### src/rtl/risco5_uart_pkg.sv
// Shared UART definitions: receiver FSM encoding and bit-timing helpers
// used by both the receiver and the transmitter.
package risco5_uart_pkg;

    localparam int unsigned DATA_BITS = 8;

    typedef enum logic [2:0] {
        RX_IDLE      = 3'd0,
        RX_START     = 3'd1,
        RX_DATA      = 3'd2,
        RX_STOP      = 3'd3,
        RX_WAIT_HIGH = 3'd4
    } rx_state_e;

    // Clock cycles per serial bit (integer division).
    function automatic int unsigned clks_per_bit(input int unsigned clock_freq,
                                                 input int unsigned bit_rate);
        return clock_freq / bit_rate;
    endfunction

    // Cycles from the start-bit edge to the middle of the start bit.
    function automatic int unsigned half_bit(input int unsigned clock_freq,
                                             input int unsigned bit_rate);
        return clks_per_bit(clock_freq, bit_rate) / 2;
    endfunction

endpackage

### src/rtl/uart_fifo.sv
// Synchronous first-word-fall-through FIFO.
// Ports: clk, reset_n (async, active low); push/wr_data write side;
// pop/rd_data read side (rd_data is the head entry while not empty);
// empty/full/count are registered status.
module uart_fifo #(
    parameter int unsigned DEPTH = 16,
    parameter int unsigned WIDTH = 8
) (
    input  logic                       clk,
    input  logic                       reset_n,
    input  logic                       push,
    input  logic [WIDTH-1:0]           wr_data,
    input  logic                       pop,
    output logic [WIDTH-1:0]           rd_data,
    output logic                       empty,
    output logic                       full,
    output logic [$clog2(DEPTH):0]     count
);
    localparam int unsigned AW = $clog2(DEPTH);
    localparam int unsigned CW = AW + 1;

    logic [WIDTH-1:0] mem_q [DEPTH];
    logic [AW-1:0]    wr_ptr_q, wr_ptr_d;
    logic [AW-1:0]    rd_ptr_q, rd_ptr_d;
    logic [CW-1:0]    count_q, count_d;
    logic             empty_q, empty_d;
    logic             full_q, full_d;
    logic             do_push_c, do_pop_c;

    // A pop in the same cycle frees a slot, so a push is allowed even when full.
    always_comb begin
        do_pop_c  = pop & ~empty_q;
        do_push_c = push & (~full_q | do_pop_c);
        wr_ptr_d  = wr_ptr_q + AW'(do_push_c);
        rd_ptr_d  = rd_ptr_q + AW'(do_pop_c);
        count_d   = count_q;
        if (do_push_c && !do_pop_c) begin
            count_d = count_q + CW'(1);
        end else if (!do_push_c && do_pop_c) begin
            count_d = count_q - CW'(1);
        end
        empty_d = (count_d == '0);
        full_d  = (count_d == CW'(DEPTH));
    end

    always_ff @(posedge clk or negedge reset_n) begin
        if (!reset_n) begin
            wr_ptr_q <= '0;
            rd_ptr_q <= '0;
            count_q  <= '0;
            empty_q  <= 1'b1;
            full_q   <= 1'b0;
        end else begin
            wr_ptr_q <= wr_ptr_d;
            rd_ptr_q <= rd_ptr_d;
            count_q  <= count_d;
            empty_q  <= empty_d;
            full_q   <= full_d;
        end
    end

    // Storage needs no reset; the pointers define what is valid.
    always_ff @(posedge clk) begin
        if (do_push_c) begin
            mem_q[wr_ptr_q] <= wr_data;
        end
    end

    assign rd_data = mem_q[rd_ptr_q];
    assign empty   = empty_q;
    assign full    = full_q;
    assign count   = count_q;

endmodule

### src/rtl/uart_rx_buffered.sv
// 8N1 UART receiver feeding a FWFT byte FIFO.
// Ports: clk, reset_n (async, active low); rx serial input (async, idle high);
// rd_en pops the head byte shown on rd_data; empty/full/count FIFO status;
// frame_error/overflow sticky flags cleared by a clear_errors pulse.
module uart_rx_buffered
    import risco5_uart_pkg::*;
#(
    parameter int unsigned CLOCK_FREQ  = 100_000_000,
    parameter int unsigned BIT_RATE    = 115_200,
    parameter int unsigned BUFFER_SIZE = 16
) (
    input  logic                           clk,
    input  logic                           reset_n,
    input  logic                           rx,
    input  logic                           rd_en,
    output logic [7:0]                     rd_data,
    output logic                           empty,
    output logic                           full,
    output logic [$clog2(BUFFER_SIZE):0]   count,
    output logic                           frame_error,
    output logic                           overflow,
    input  logic                           clear_errors
);
    localparam int unsigned CLKS_PER_BIT = clks_per_bit(CLOCK_FREQ, BIT_RATE);
    localparam int unsigned HALF_BIT     = half_bit(CLOCK_FREQ, BIT_RATE);
    localparam int unsigned CNT_W        = $clog2(CLKS_PER_BIT + 1);

    rx_state_e                state_q, state_d;
    logic                     rx_meta_q, rx_meta_d;
    logic                     rx_sync_q, rx_sync_d;
    logic [CNT_W-1:0]         cnt_q, cnt_d;
    logic [2:0]               bit_idx_q, bit_idx_d;
    logic [DATA_BITS-1:0]     shift_q, shift_d;
    logic                     frame_error_q, frame_error_d;
    logic                     overflow_q, overflow_d;
    logic                     half_done_c, bit_done_c;
    logic                     push_c, set_fe_c, set_ov_c;

    assign half_done_c = (cnt_q == CNT_W'(HALF_BIT - 1));
    assign bit_done_c  = (cnt_q == CNT_W'(CLKS_PER_BIT - 1));

    // State register.
    always_ff @(posedge clk or negedge reset_n) begin
        if (!reset_n) begin
            state_q <= RX_IDLE;
        end else begin
            state_q <= state_d;
        end
    end

    // Next-state logic.
    always_comb begin
        state_d = state_q;
        case (state_q)
            RX_IDLE:      if (!rx_sync_q) state_d = RX_START;
            RX_START:     if (half_done_c) state_d = rx_sync_q ? RX_IDLE : RX_DATA;
            RX_DATA:      if (bit_done_c && bit_idx_q == 3'(DATA_BITS - 1)) state_d = RX_STOP;
            RX_STOP:      if (bit_done_c) state_d = rx_sync_q ? RX_IDLE : RX_WAIT_HIGH;
            RX_WAIT_HIGH: if (rx_sync_q) state_d = RX_IDLE;
            default:      state_d = RX_IDLE;
        endcase
    end

    // Datapath and event outputs of the FSM.
    always_comb begin
        rx_meta_d = rx;
        rx_sync_d = rx_meta_q;
        cnt_d     = cnt_q + CNT_W'(1);
        bit_idx_d = bit_idx_q;
        shift_d   = shift_q;
        push_c    = 1'b0;
        set_fe_c  = 1'b0;
        set_ov_c  = 1'b0;
        case (state_q)
            RX_IDLE: begin
                cnt_d     = '0;
                bit_idx_d = '0;
            end
            RX_START: begin
                if (half_done_c) cnt_d = '0;
            end
            RX_DATA: begin
                if (bit_done_c) begin
                    cnt_d     = '0;
                    shift_d   = {rx_sync_q, shift_q[DATA_BITS-1:1]};
                    bit_idx_d = bit_idx_q + 3'd1;
                end
            end
            RX_STOP: begin
                if (bit_done_c) begin
                    cnt_d = '0;
                    if (!rx_sync_q) begin
                        set_fe_c = 1'b1;
                    end else if (full) begin
                        set_ov_c = 1'b1;
                    end else begin
                        push_c = 1'b1;
                    end
                end
            end
            default: cnt_d = '0;
        endcase
        // A set event outranks a simultaneous clear.
        frame_error_d = set_fe_c | (frame_error_q & ~clear_errors);
        overflow_d    = set_ov_c | (overflow_q & ~clear_errors);
    end

    // Synchronizer, bit timing, shift register and sticky flags.
    always_ff @(posedge clk or negedge reset_n) begin
        if (!reset_n) begin
            rx_meta_q     <= 1'b1;
            rx_sync_q     <= 1'b1;
            cnt_q         <= '0;
            bit_idx_q     <= '0;
            shift_q       <= '0;
            frame_error_q <= 1'b0;
            overflow_q    <= 1'b0;
        end else begin
            rx_meta_q     <= rx_meta_d;
            rx_sync_q     <= rx_sync_d;
            cnt_q         <= cnt_d;
            bit_idx_q     <= bit_idx_d;
            shift_q       <= shift_d;
            frame_error_q <= frame_error_d;
            overflow_q    <= overflow_d;
        end
    end

    uart_fifo #(
        .DEPTH (BUFFER_SIZE),
        .WIDTH (DATA_BITS)
    ) u_fifo (
        .clk     (clk),
        .reset_n (reset_n),
        .push    (push_c),
        .wr_data (shift_q),
        .pop     (rd_en),
        .rd_data (rd_data),
        .empty   (empty),
        .full    (full),
        .count   (count)
    );

    assign frame_error = frame_error_q;
    assign overflow    = overflow_q;

endmodule

### config.mk
export PLATFORM = sky130hd
export DESIGN_NAME = uart_rx_buffered
export DESIGN_NICKNAME = d
export VERILOG_FILES = /design/src/rtl/risco5_uart_pkg.sv /design/src/rtl/uart_fifo.sv /design/src/rtl/uart_rx_buffered.sv
export SDC_FILE = /design/constraint.sdc
export NUM_CORES = 1
export LEC_CHECK = 0
export ABC_AREA = 1
export BUFFER_PORTS_ARGS = -buffer_cell sky130_fd_sc_hd__buf_2
export CORE_MARGIN = 2
export CORE_UTILIZATION = 53
export CTS_CLUSTER_DIAMETER = 120
export DETAILED_ROUTE_END_ITERATION = 7
export PLACE_DENSITY_LB_ADDON = 0.05
export RECOVER_POWER = 50
export SLEW_MARGIN = 20
export SYNTH_ARGS = -nofsm -noshare
export SYNTH_HDL_FRONTEND = slang
export SYNTH_HIERARCHICAL = 1
export SYNTH_SLANG_ARGS = --single-unit
### constraint.sdc
create_clock -name clk -period 2.3 [get_ports clk]
set_input_delay 0.69 -clock clk [delete_from_list [all_inputs] [get_ports clk]]
set_output_delay 0.69 -clock clk [all_outputs]
set_load 0.005 [all_outputs]
After elaboration in Yosys (flattened, before gate mapping). Memory sizes are Yosys's and may differ from the RTL's. Cells that the tools add are included.

Bits in registers: 43. Memory bits (writable): 128. Input port bits: 5. Memories: 1.

Memory list: u_fifo.mem_q (words 16, width 8, read ports 1, clocked after Yosys merged registers in 0, wr ports 1, line uart_fifo.sv:22) `logic [WIDTH-1:0] mem_q [DEPTH];`.

Add/sub/neg operators: 6. Equality and inequality tests: 14. Mux-type cells: 28. Bitwise logic cells: 10. Reductions and logical operators: 12.

Operator list (count): two-way mux 3 bit (7); two-way mux 10 bit (2); case mux 10 bit (2 select lines) (1); case mux 3 bit (5 select lines) (1); two-way mux 1 bit (13); != test 2 bit, second input constant (6); adder 10 x 1 -> 10 bit, second input constant (1); equality test 10 bit, second input constant (1); equality test 10 x 9 -> 1 bit, second input constant (1); two-way mux 5 bit (2); adder 4 x 1 -> 4 bit (2); equality test 3 x 2 -> 1 bit, second input constant (2); equality test 3 bit, second input constant (2); case mux 3 bit (2 select lines) (1); adder 5 x 1 -> 5 bit, second input constant (1); equality test 5 bit, second input constant (1); logical NOT 5 bit (1); AND reduction 5 bit (1); subtractor 5 x 1 -> 5 bit, second input constant (1); bitwise AND 1 bit (4); AND reduction 2 bit (2); adder 3 x 1 -> 3 bit, second input constant (1); equality test 3 x 1 -> 1 bit, second input constant (1); logical AND 1 bit (3); 7 further kinds (12).

Logic depth before layout (Yosys ltp).
Depth after elaboration: 10. Gate-level depth with buffers: 16. Mapped depth without buffers: 16.

Modules after synthesis. Netlist, hierarchy kept.

Modules (own cells, without submodules): uart_fifo (times used 1, cells an instance 491, area an instance 5925.7 sq um, sequential area each 4220.3 sq um); uart_rx_buffered (times used 1, cells an instance 162, area an instance 1413.9 sq um, sequential area each 703.2 sq um).

Worst setup path before layout. No wires, ideal clock.

Path type: reg2reg. Start point: reg cnt_q[0]. End point: mem u_fifo.mem_q[10][0], enable pin. Setup time: 370 ps. Arrival time: 2093 ps. Data required time: 1930 ps. Setup slack: -164 ps. Cell stages (with the launch flop): 12. Path through: dfrtp_1 -> ha_1 -> inv_1 -> nor2_4 -> nand3_4 -> nor2_1 -> nand2_1 -> nor2_1 -> inv_2 -> a21oi_2 -> nand3_1 -> nor2_1.

Word-level cells in the longest chain between the ends: 6.

Ends and longest elaborated chain: start, declared (line uart_rx_buffered.sv:31) `logic [CNT_W-1:0] cnt_q, cnt_d;`; start signal, assigned (line uart_rx_buffered.sv:121) `cnt_q <= cnt_d;`; equality test 10 bit (line uart_rx_buffered.sv:40) `assign bit_done_c = (cnt_q == CNT_W'(CLKS_PER_BIT - 1));`; two-way mux 1 bit (line uart_rx_buffered.sv:90) `if (bit_done_c) begin`; two-way mux 1 bit (line uart_rx_buffered.sv:74) `case (state_q)`; named net push_c (line uart_rx_buffered.sv:37) `logic push_c, set_fe_c, set_ov_c;`; bitwise AND 1 bit (line uart_fifo.sv:33) `do_push_c = push & (~full_q | do_pop_c);`; two-way mux 1 bit (line uart_fifo.sv:64) `if (do_push_c) begin`; two-way mux 1 bit (implied by the code) (line uart_fifo.sv:65) `mem_q[wr_ptr_q] <= wr_data;`; end, declared (line uart_fifo.sv:22).

The timed path passes the listed nets, and every way through them passes these cells.

Final worst setup path.
Start point: reg u_fifo.rd_ptr_q[0]. End point: out rd_data[0].

Word-level cells in the longest chain between the ends: 1.

Ends and longest elaborated chain: start, declared (line uart_fifo.sv:24) `logic [AW-1:0] rd_ptr_q, rd_ptr_d;`; start signal, assigned (line uart_fifo.sv:55) `rd_ptr_q <= rd_ptr_d;`; memory (16 x 8 bit); end, declared (line uart_rx_buffered.sv:16) `output logic [7:0] rd_data,`.

Every way passes these cells.

==> results.cfg <==
[run_status]
status = finished with violations
violations = negative setup slack

[pwr]
peakVddDrop_mv = 0.586
p_leak_nw = 3.69
power_density_nw_per_um2 = 723

[critical_path]
r2r-start = cnt_q[1]$_DFF_PN0_
cp_max_fo = 21
slowest_delay_ps = 450
timing.reg2reg.setup_slack_ps = 60
critPathArrivalTime_ps = 1940
startpoint_type = register
cpMaxStageDelayCell = dfrtp_2
cp_cell_sequence = buf_4, buf_12, o21ai_1, o211ai_1, nand3_1, nand2_1, buf_2
worstRegToRegCells = 13
critPathKind = reg2out
rr_endpoint = u_fifo/mem_q[9][3]$_DFFE_PP_
cp.required_ps = 1610
endpoint_kind = output port

[cells_and_area]
final_common_cell = edfxtp_1
area_growth_syn_to_layout_pct = 19.4
fin_util_pct = 63.9
diodes = 0
fin_nets = 721
instances_no_fill = 899
layout_common_cells = 128 x edfxtp_1, 110 x nor2_1, 92 x nand2_1
drive_above_1_share_pct = 20.6

[floorplan]
ios = 22
dieArea_um2 = 14800
die_y_um = 122
core_um2 = 13700
fp.dieW_um = 122
num_rows = 43
start_util_pct = 53.5

[place]
placed_cells = 858
io_buffers = 21
place_ws_ps = -154
gp_congestion = 0.846
dpl.hpwl_mm = 10.9

[synthesis]
synth_top_flop_cell = edfxtp_1
synth_area_per_cell_um2 = 11.2
syn_nets = 668
synth-edff-count = 128
ys_seq_area_share_pct = 67.1
yosys_warnings = 6
ys_ff_latch = 171
synth.distinct_cells = 36
netlist_instances = 653
async_reset_ff_share_pct = 25.1
synth_area_um2 = 7340

[sta]
layout_worst_path_cycle_share_pct = 114
fin_skew_ps = 8.55
slew_headroom_pct = 20.9
min_period_ps = 2630
setup_viol = 8
hold_slack_ps = 362
timing.fmax_mhz = 381
hold_violations = 0
rsz0062_at_grt = true
finalMaxSlewViolations = 0
setup_ws_ps = -328
tightest_slew_ps = 1190

[route]
avgViaCountPerCell = 5.52
drt_iter0_drc = 419
routed_wl_mm = 16.7
dr_total_vias = 4958
drc = 0
drt-wirelength-per-cell_um = 18.5
final_antenna_net_count = 0
drtPass1Iterations = 5

[min_path]
hp-class = reg2reg
hold_depth = 0
holdPathEnd = rx_sync_q$_DFF_PN1_
hold_start = rx_meta_q$_DFF_PN1_

[grt]
grt_use_total_pct = 23.9
grt_pass1_vias = 4855
grt_max_degree = 41
antenna_found_initial = 0
grt_overflow = 0
grt_pass1_wl_mm = 25.8

[clocking]
clockBufferDepth = 2
cts_tree = yes
clock_sinks = 171
cts-root-buf = clkbuf_16
cts.reportedPaths.clkPinSlew_ps = 60
insertion_delay_ps = 420
numCtsBuffers = 17
htreeDepth = 4

[job]
cap_violations = 0
-- layer usage --
metal,wire length (µm),vias up,GRT usage (%)
li1,-,2371,-
met1,7080,2433,31.4
met2,8540,137,40.6
met3,817,17,4.31
met4,216,0,7.54
met5,0,-,0
-- cell usage after synthesis (10+ instances only) --
cell type  instances  area, µm²
nand3_1           42        210
xor2_1            11       96.3
edfxtp_1         128       3840
buf_2             14       70.1
nor2_1           132        495
o21ai_0           32        160
ha_1              10        125
dfrtp_1           40       1000
o21ai_1           34        170
o211ai_1          24        180
inv_1             31        116
nand2_1           93        349
-- state kept, by name (all words and copies together) (netlist names), 3 cells and up --
register and flops:
u_fifo/rd_ptr_q 4, u_fifo/mem_q 128, u_fifo/wr_ptr_q 4, bit_idx_q 3, u_fifo/count 5, state_q 3, cnt_q 10, shift_q 8
-- metrics by stage --
step	power (mW)	area (µm²)	setup TNS, ps
global placement	3.50	7950	-7100
global route	6.52	8760	-7120
finish	6.34	8760	-2250
CTS	6.38	8680	-2230
floorplan	3.44	7500	-1370
detailed placement	3.51	7950	-10650
-- report_power, final --
group          switching [mW]  internal, mW
sequential            0.00372          3.29
clock                    1.11          1.76
combinational           0.107        0.0666
total                    1.22          5.12
-- logic make-up after synthesis --
logic type,count (synthesis),share of synthesized area (%)
flip-flops,171,67.1
XOR/XNOR,13,1.55
AO/OA/AOI/OAI,105,8.64
adder cells (fa/ha/maj),10,1.70
AND/OR/NAND/NOR,287,16.8
buffers and inverters,67,4.18
-- final cells by class --
type | count | area [µm²]
clock buffers | 21 | 460
fillers | 1087 | 4950
clock inverters | 11 | 144
well taps | 180 | 225
multi-input cells | 415 | 2340
inverters | 40 | 155
flip-flops and latches | 171 | 4920
repair buffers | 61 | 519
-- critical path: cells and delay by family (launching register included) --
| kind | cells | cell delay [ps] |
|---|---|---|
| flops | 1 | 450 |
| compound gates | 2 | 400 |
| buf+inv | 3 | 420 |
| simple gates | 2 | 240 |
-- how the worst max path moves through the flow --
stage                                             from                             to
after detailed placement            cnt_q[0]$_DFF_PN0_   u_fifo/mem_q[3][2]$_DFFE_PP_
after CTS                 u_fifo/rd_ptr_q[0]$_DFF_PN0_                     rd_data[7]
after floorplan                     cnt_q[0]$_DFF_PN0_  u_fifo/mem_q[11][0]$_DFFE_PP_
after global routing      u_fifo/rd_ptr_q[0]$_DFF_PN0_                     rd_data[0]
after global placement              cnt_q[0]$_DFF_PN0_   u_fifo/mem_q[3][4]$_DFFE_PP_
final                     u_fifo/rd_ptr_q[0]$_DFF_PN0_                     rd_data[0]
-- timing repair --
item                       in CTS  in global routing
cloned                          1                  1
setup endpoints to repair     136                136
resized for setup              22                 12
pin swaps                      10                  6
buffers inserted                4                  3
hold buffers                    0                  0
Power figures use the tool's default switching activity.
